==> src/rtl/alarm_pkg.sv <==
// Shared types and constants for the alarm sequencer.
// Holds the FSM state encoding, the level limits, the default key
// make codes and the countdown width.
package alarm_pkg;

  localparam int unsigned CNT_W   = 8;
  localparam int unsigned CNT_MAX = 255;
  localparam int unsigned LVL_W   = 2;
  localparam int unsigned MODE_W  = 3;

  // Encodings are visible on the mode output; 5..7 are illegal.
  typedef enum logic [MODE_W-1:0] {
    S_DISARMED = 3'd0,
    S_EXIT     = 3'd1,
    S_ARMED    = 3'd2,
    S_ENTRY    = 3'd3,
    S_ALARM    = 3'd4
  } state_t;

  localparam logic [LVL_W-1:0] LVL_MIN = 2'd0;
  localparam logic [LVL_W-1:0] LVL_MAX = 2'd2;

  localparam logic [7:0] KEY_LEFT_DEF   = 8'h6B;
  localparam logic [7:0] KEY_RIGHT_DEF  = 8'h74;
  localparam logic [7:0] KEY_ARM_DEF    = 8'h5A;
  localparam logic [7:0] KEY_DISARM_DEF = 8'h76;

endpackage

==> src/rtl/alarm_delay_timer.sv <==
// Loadable down-counter paced by a tick enable.
// Ports: clk, rst_n (async, active-low); tick advances the count;
// load/load_val preload; clr zeroes (clr > load > tick); count is the
// registered remaining value; expire_c pulses on the tick taking 1 -> 0.
module alarm_delay_timer
  import alarm_pkg::*;
(
  input  logic             clk,
  input  logic             rst_n,
  input  logic             tick,
  input  logic             load,
  input  logic [CNT_W-1:0] load_val,
  input  logic             clr,
  output logic [CNT_W-1:0] count,
  output logic             expire_c
);

  // Counter register; holds at zero between delays.
  always_ff @(posedge clk or negedge rst_n) begin
    if (!rst_n) begin
      count <= '0;
    end else if (clr) begin
      count <= '0;
    end else if (load) begin
      count <= load_val;
    end else if (tick && (count != '0)) begin
      count <= count - CNT_W'(1);
    end
  end

  // Expiry is the last tick of a loaded delay.
  assign expire_c = tick && (count == CNT_W'(1));

endmodule

==> src/rtl/alarm_sequencer.sv <==
// Alarm arm / exit-delay / entry-delay / siren controller.
// Ports: clk, rst_n (async, active-low); tick 1 Hz enable; key_valid and
// key_code decoded make codes; sensor_trip intrusion level input.
// Outputs (all registered): level 0..2, mode (state code), armed, siren,
// chirp (toggles per tick during delays), countdown (active delay ticks).
module alarm_sequencer
  import alarm_pkg::*;
#(
  parameter logic [7:0]  KEY_LEFT    = KEY_LEFT_DEF,
  parameter logic [7:0]  KEY_RIGHT   = KEY_RIGHT_DEF,
  parameter logic [7:0]  KEY_ARM     = KEY_ARM_DEF,
  parameter logic [7:0]  KEY_DISARM  = KEY_DISARM_DEF,
  parameter int unsigned EXIT_TICKS  = 10,
  parameter int unsigned ENTRY_L0    = 20,
  parameter int unsigned ENTRY_L1    = 5,
  parameter int unsigned SIREN_TICKS = 30
) (
  input  logic              clk,
  input  logic              rst_n,
  input  logic              tick,
  input  logic              key_valid,
  input  logic [7:0]        key_code,
  input  logic              sensor_trip,
  output logic [LVL_W-1:0]  level,
  output logic [MODE_W-1:0] mode,
  output logic              armed,
  output logic              siren,
  output logic              chirp,
  output logic [CNT_W-1:0]  countdown
);

  // Delays must fit the 8-bit countdown.
  if ((EXIT_TICKS > CNT_MAX) || (ENTRY_L0 > CNT_MAX) ||
      (ENTRY_L1 > CNT_MAX) || (SIREN_TICKS > CNT_MAX)) begin : g_param_range
    $error("alarm_sequencer: delay parameters exceed %0d", CNT_MAX);
  end

  state_t             state, state_n;
  logic [LVL_W-1:0]   level_n;
  logic               chirp_n;
  logic               tmr_load_c, tmr_clr_c, expire_c;
  logic [CNT_W-1:0]   tmr_val_c, entry_delay_c;
  logic               key_left_c, key_right_c, key_arm_c, key_disarm_c;

  assign key_left_c   = key_valid && (key_code == KEY_LEFT);
  assign key_right_c  = key_valid && (key_code == KEY_RIGHT);
  assign key_arm_c    = key_valid && (key_code == KEY_ARM);
  assign key_disarm_c = key_valid && (key_code == KEY_DISARM);

  // Entry delay for the current level; zero means trip straight to siren.
  always_comb begin
    entry_delay_c = '0;
    case (level)
      2'd0:    entry_delay_c = CNT_W'(ENTRY_L0);
      2'd1:    entry_delay_c = CNT_W'(ENTRY_L1);
      default: entry_delay_c = '0;
    endcase
  end

  alarm_delay_timer u_timer (
    .clk      (clk),
    .rst_n    (rst_n),
    .tick     (tick),
    .load     (tmr_load_c),
    .load_val (tmr_val_c),
    .clr      (tmr_clr_c),
    .count    (countdown),
    .expire_c (expire_c)
  );

  // Next state, level and timer commands; disarm outranks everything,
  // then sensor_trip, then tick, then the arm key.
  always_comb begin
    state_n    = state;
    level_n    = level;
    chirp_n    = 1'b0;
    tmr_load_c = 1'b0;
    tmr_clr_c  = 1'b0;
    tmr_val_c  = '0;
    if ((state != S_DISARMED) && key_disarm_c) begin
      state_n   = S_DISARMED;
      tmr_clr_c = 1'b1;
    end else begin
      case (state)
        S_DISARMED: begin
          if (key_left_c && (level < LVL_MAX)) begin
            level_n = level + 2'd1;
          end else if (key_right_c && (level > LVL_MIN)) begin
            level_n = level - 2'd1;
          end else if (key_arm_c) begin
            if (EXIT_TICKS != 0) begin
              state_n    = S_EXIT;
              tmr_load_c = 1'b1;
              tmr_val_c  = CNT_W'(EXIT_TICKS);
            end else begin
              state_n = S_ARMED;
            end
          end
        end
        S_EXIT: begin
          chirp_n = chirp ^ tick;
          if (expire_c) begin
            state_n = S_ARMED;
            chirp_n = 1'b0;
          end
        end
        S_ARMED: begin
          if (sensor_trip) begin
            tmr_load_c = 1'b1;
            if (entry_delay_c != '0) begin
              state_n   = S_ENTRY;
              tmr_val_c = entry_delay_c;
            end else begin
              state_n   = S_ALARM;
              tmr_val_c = CNT_W'(SIREN_TICKS);
            end
          end
        end
        S_ENTRY: begin
          chirp_n = chirp ^ tick;
          if (expire_c) begin
            state_n    = S_ALARM;
            chirp_n    = 1'b0;
            tmr_load_c = 1'b1;
            tmr_val_c  = CNT_W'(SIREN_TICKS);
          end
        end
        S_ALARM: begin
          if (expire_c) begin
            state_n = S_ARMED;
          end
        end
        default: begin
          state_n   = S_DISARMED;
          tmr_clr_c = 1'b1;
        end
      endcase
    end
  end

  // State and output registers; armed/siren follow the next state so they
  // change in the same cycle as mode.
  always_ff @(posedge clk or negedge rst_n) begin
    if (!rst_n) begin
      state <= S_DISARMED;
      level <= LVL_MIN;
      chirp <= 1'b0;
      armed <= 1'b0;
      siren <= 1'b0;
    end else begin
      state <= state_n;
      level <= level_n;
      chirp <= chirp_n;
      armed <= (state_n == S_ARMED) || (state_n == S_ENTRY) || (state_n == S_ALARM);
      siren <= (state_n == S_ALARM);
    end
  end

  assign mode = state;

endmodule

==> config.mk <==
export PLATFORM = sky130hd
export DESIGN_NAME = alarm_sequencer
export DESIGN_NICKNAME = d
export VERILOG_FILES = /design/src/rtl/alarm_pkg.sv /design/src/rtl/alarm_delay_timer.sv /design/src/rtl/alarm_sequencer.sv
export SDC_FILE = /design/constraint.sdc
export NUM_CORES = 1
export LEC_CHECK = 0
export BUFFER_PORTS_ARGS = -buffer_cell sky130_fd_sc_hd__buf_2
export CAP_MARGIN = 20
export CORE_MARGIN = 4
export CORE_UTILIZATION = 35
export CTS_CLUSTER_SIZE = 8
export DETAILED_ROUTE_END_ITERATION = 10
export SYNTH_ARGS = -nofsm -noshare
export SYNTH_HDL_FRONTEND = slang
export SYNTH_HIERARCHICAL = 1
export SYNTH_SLANG_ARGS = --single-unit
==> constraint.sdc <==
create_clock -name clk -period 3 [get_ports clk]
set_clock_uncertainty 0.1 [all_clocks]
set_input_delay 0.45 -clock clk [delete_from_list [all_inputs] [get_ports clk]]
set_output_delay 0.45 -clock clk [all_outputs]
set_load 0.05 [all_outputs]
==> flow_metrics.py <==
metrics = {
    "yosys": {
        "synth_top_family_by_area": "simple AND/OR/NAND/NOR gates",
        "synthDistinctLibCells": 47,
        "synth_fa_ha_area_share_pct": 5.22,
        "synth_compound_area_share_pct": 17.8,
        "ys_ff_latch": 16,
        "synth_simple_gate_area_share_pct": 30.7,
        "async_reset_ff_share_pct": 100,
        "syn_inst": 136,
        "synthesis.area_sq_um": 1200,
        "synth_flop_cell": "dfrtp_1",
        "synth.area.mux_share_pct": 2.51,
        "synth_warnings": 6,
        "synth_seq_area_share_pct": 33.4,
        "synthXorXnorAreaFrac_pct": 4.39,
        "synth_area_per_cell_sq_um": 8.80,
        "synth_edf_count": 0,
    },
    "setup_path": {
        "crit_path_end_kind": "flip-flop",
        "required_ps": 3060,
        "critPathKind": "flip-flop to flip-flop",
        "r2r-end": "u_timer/count[6]",
        "reg2reg_from": "u_timer/count[4]",
        "critPathMaxFanout": 10,
        "worst_setup_path_start_kind": "flip-flop",
        "r2r_cells": 9,
        "rrSetupSlack_ps": 480,
        "worstPathArrival_ps": 2570,
    },
    "pwr": {
        "ir_drop_v": 0.000237,
        "power_leakage_nw": 0.657,
        "p_per_area_nw_per_um2": 955,
    },
    "grt": {
        "grt_pass1_wl_um": 4920,
        "grt_max_degree": 17,
        "grt_pass1_vias": 1102,
        "antenna_found_initial": 0,
        "grtUsageTotal_pct": 14.4,
        "grt-ovfl-total": 0,
    },
    "layout": {
        "antennaDiodeCount": 0,
        "final_cells": 210,
        "seq_area_sq_um": 400,
        "multi_input_area_sq_um": 737,
        "final_cell_mix": "buf_2, nor2_1, dfrtp_1",
        "area_growth_pct": 17.8,
        "final_nets": 186,
        "num-fill-cells": 318,
        "final_common_cell": "buf_2",
        "drive_above_1_share_pct": 24.1,
    },
    "floorplan": {
        "rows": 20,
        "coreArea_sq_um": 3150,
        "ios": 29,
        "die_y_um": 66.5,
        "die_width_um": 66.5,
        "dieArea_sq_um": 4420,
        "start_util_pct": 38.0,
    },
    "place": {
        "io_buffer_count": 28,
        "dp_cells": 206,
        "place.gp.congestion": 0.845,
        "dp_hpwl_um": 2130,
    },
    "cts": {
        "clkSinkCount": 16,
        "clk_latency_ps": 290,
        "path_clk_slew_ps": 100,
        "h-tree-depth": 1,
        "root_buffer": "clkbuf_4",
        "cts_tree": "done",
        "post_cts_buffers": 0,
        "ctsResizeCount": 0,
        "clock_path_buffers": 2,
        "cts_buffers": 3,
    },
    "hold_path": {
        "hold_end": "level[1]",
        "min_path_type": "primary input to flip-flop",
        "hold_start": "key_code[4]",
        "worstHoldPathCells": 4,
    },
    "route": {
        "top_layer": "met4",
        "drc_errors": 0,
        "wl_met3_um": 167,
        "wl_per_cell_um": 13.3,
        "via_per_inst": 5.39,
        "drt_iter0_markers": 64,
        "ant_nets": 0,
        "dr.pass1.iters": 4,
        "drt-total-wl_um": 2800,
        "dr_wl_met2_um": 1330,
        "vias": 1132,
        "wl_met1_um": 1260,
    },
    "sta": {
        "hold_violations": 0,
        "rsz0062_at_grt": "no",
        "setup_violations": 0,
        "min_period_ps": 2520,
        "max_freq_ghz": 0.397,
        "drv_slew": 0,
        "fin_crit_sh_pct": 83.9,
        "tns_ps": 0,
    },
    "outcome": {
        "status": "completed",
    },
    "flow_run": {
        "cap_violations": 0,
    },
}
==> registers in the layout, indices dropped and copies added (netlist names) <==
signal / cells
u_timer/count: 8
armed: 1
level: 2
mode: 3
chirp: 1
siren: 1
==> Yosys cell counts (2+ instances only) <==
library cell	number	share of area, %
ha_1	5	5.2
o21ai_1	2	0.84
a211oi_1	3	1.9
nor2_1	16	5.0
o22ai_1	2	1.0
inv_1	10	3.1
nand3_1	3	1.3
a21oi_1	6	2.5
mux2i_1	3	2.5
nand4b_1	2	1.5
buf_2	3	1.3
a21o_1	2	1.3
nor3b_1	4	2.5
or4_4	2	1.9
nand3b_1	2	1.3
xnor2_1	6	4.4
nor2b_1	2	1.0
nand2_1	7	2.2
nand2b_1	6	3.1
dfrtp_1	16	33
o21ai_0	5	2.1
nor4_1	3	1.6
a22oi_1	2	1.3
==> report_power, final <==
| part | internal (mW) | switching, mW | leakage (nW) |
|---|---|---|---|
| logic | 0.274 | 0.540 | 0.449 |
| registers | 0.296 | 0.121 | 0.194 |
| clock network | 0.0466 | 0.0704 | 0.0138 |
| total | 0.616 | 0.731 | 0.657 |
==> per-layer routing <==
| metal | vias up | track usage, % |
|---|---|---|
| met3 | 7 | 3.54 |
| li1 | 551 | - |
| met5 | - | 0 |
| met1 | 538 | 18.5 |
| met2 | 36 | 23.4 |
| met4 | 0 | 4.82 |
==> kinds of logic after synthesis <==
kind of cell	after synthesis
buffers and inverters	15
XOR/XNOR	6
multiplexers	3
AND/OR/NAND/NOR	59
AO/OA/AOI/OAI	31
adder cells (fa/ha/maj)	5
other	1
flip-flops	16
==> timing repair <==
item	in CTS	in global routing
endpoints found under the hold margin	16	0
hold buffers	1	0
endpoints found under the setup margin	0	0
==> cell type report <==
type                    instances  area share, %
repair buffers                 30           11.2
inverters                      10           2.66
flip-flops and latches         16           28.4
clock buffers                   3           1.60
well taps                      44           3.90
multi-input cells             107           52.3
==> worst max path at each step <==
stage	slack [ps]	from	end
after CTS	500	u_timer/count[4]	u_timer/count[6]
after global routing	220	u_timer/count[4]	u_timer/count[6]
after global placement	630	u_timer/count[4]	u_timer/count[6]
after detailed placement	520	u_timer/count[4]	u_timer/count[6]
after floorplan	400	u_timer/count[4]	u_timer/count[6]
final	480	u_timer/count[4]	u_timer/count[6]
==> critical path: stages, from the launching register on <==
cell and delay, ps:
dfrtp_1 480, nor4_1 370, and4_1 350, and2_1 200
o21ai_0 110, a21oi_1 210, buf_4 200, nor2_1 110
o311ai_0 130, o21ai_0 140
==> stage by stage <==
stage               area [sq um]  util [%]  power (mW)  hold slack [ps]  setup WS, ps
detailed placement          1380      43.7        1.23              294           524
global placement            1380      43.7        1.23              290           626
floorplan                   1200         -        1.04             54.4           399
CTS                         1410      44.7        1.35              412           501
global route                1410      44.7        1.46              447           215
finish                      1410      44.7        1.35              418           483
Note: power is estimated with default switching activity, not from simulation.
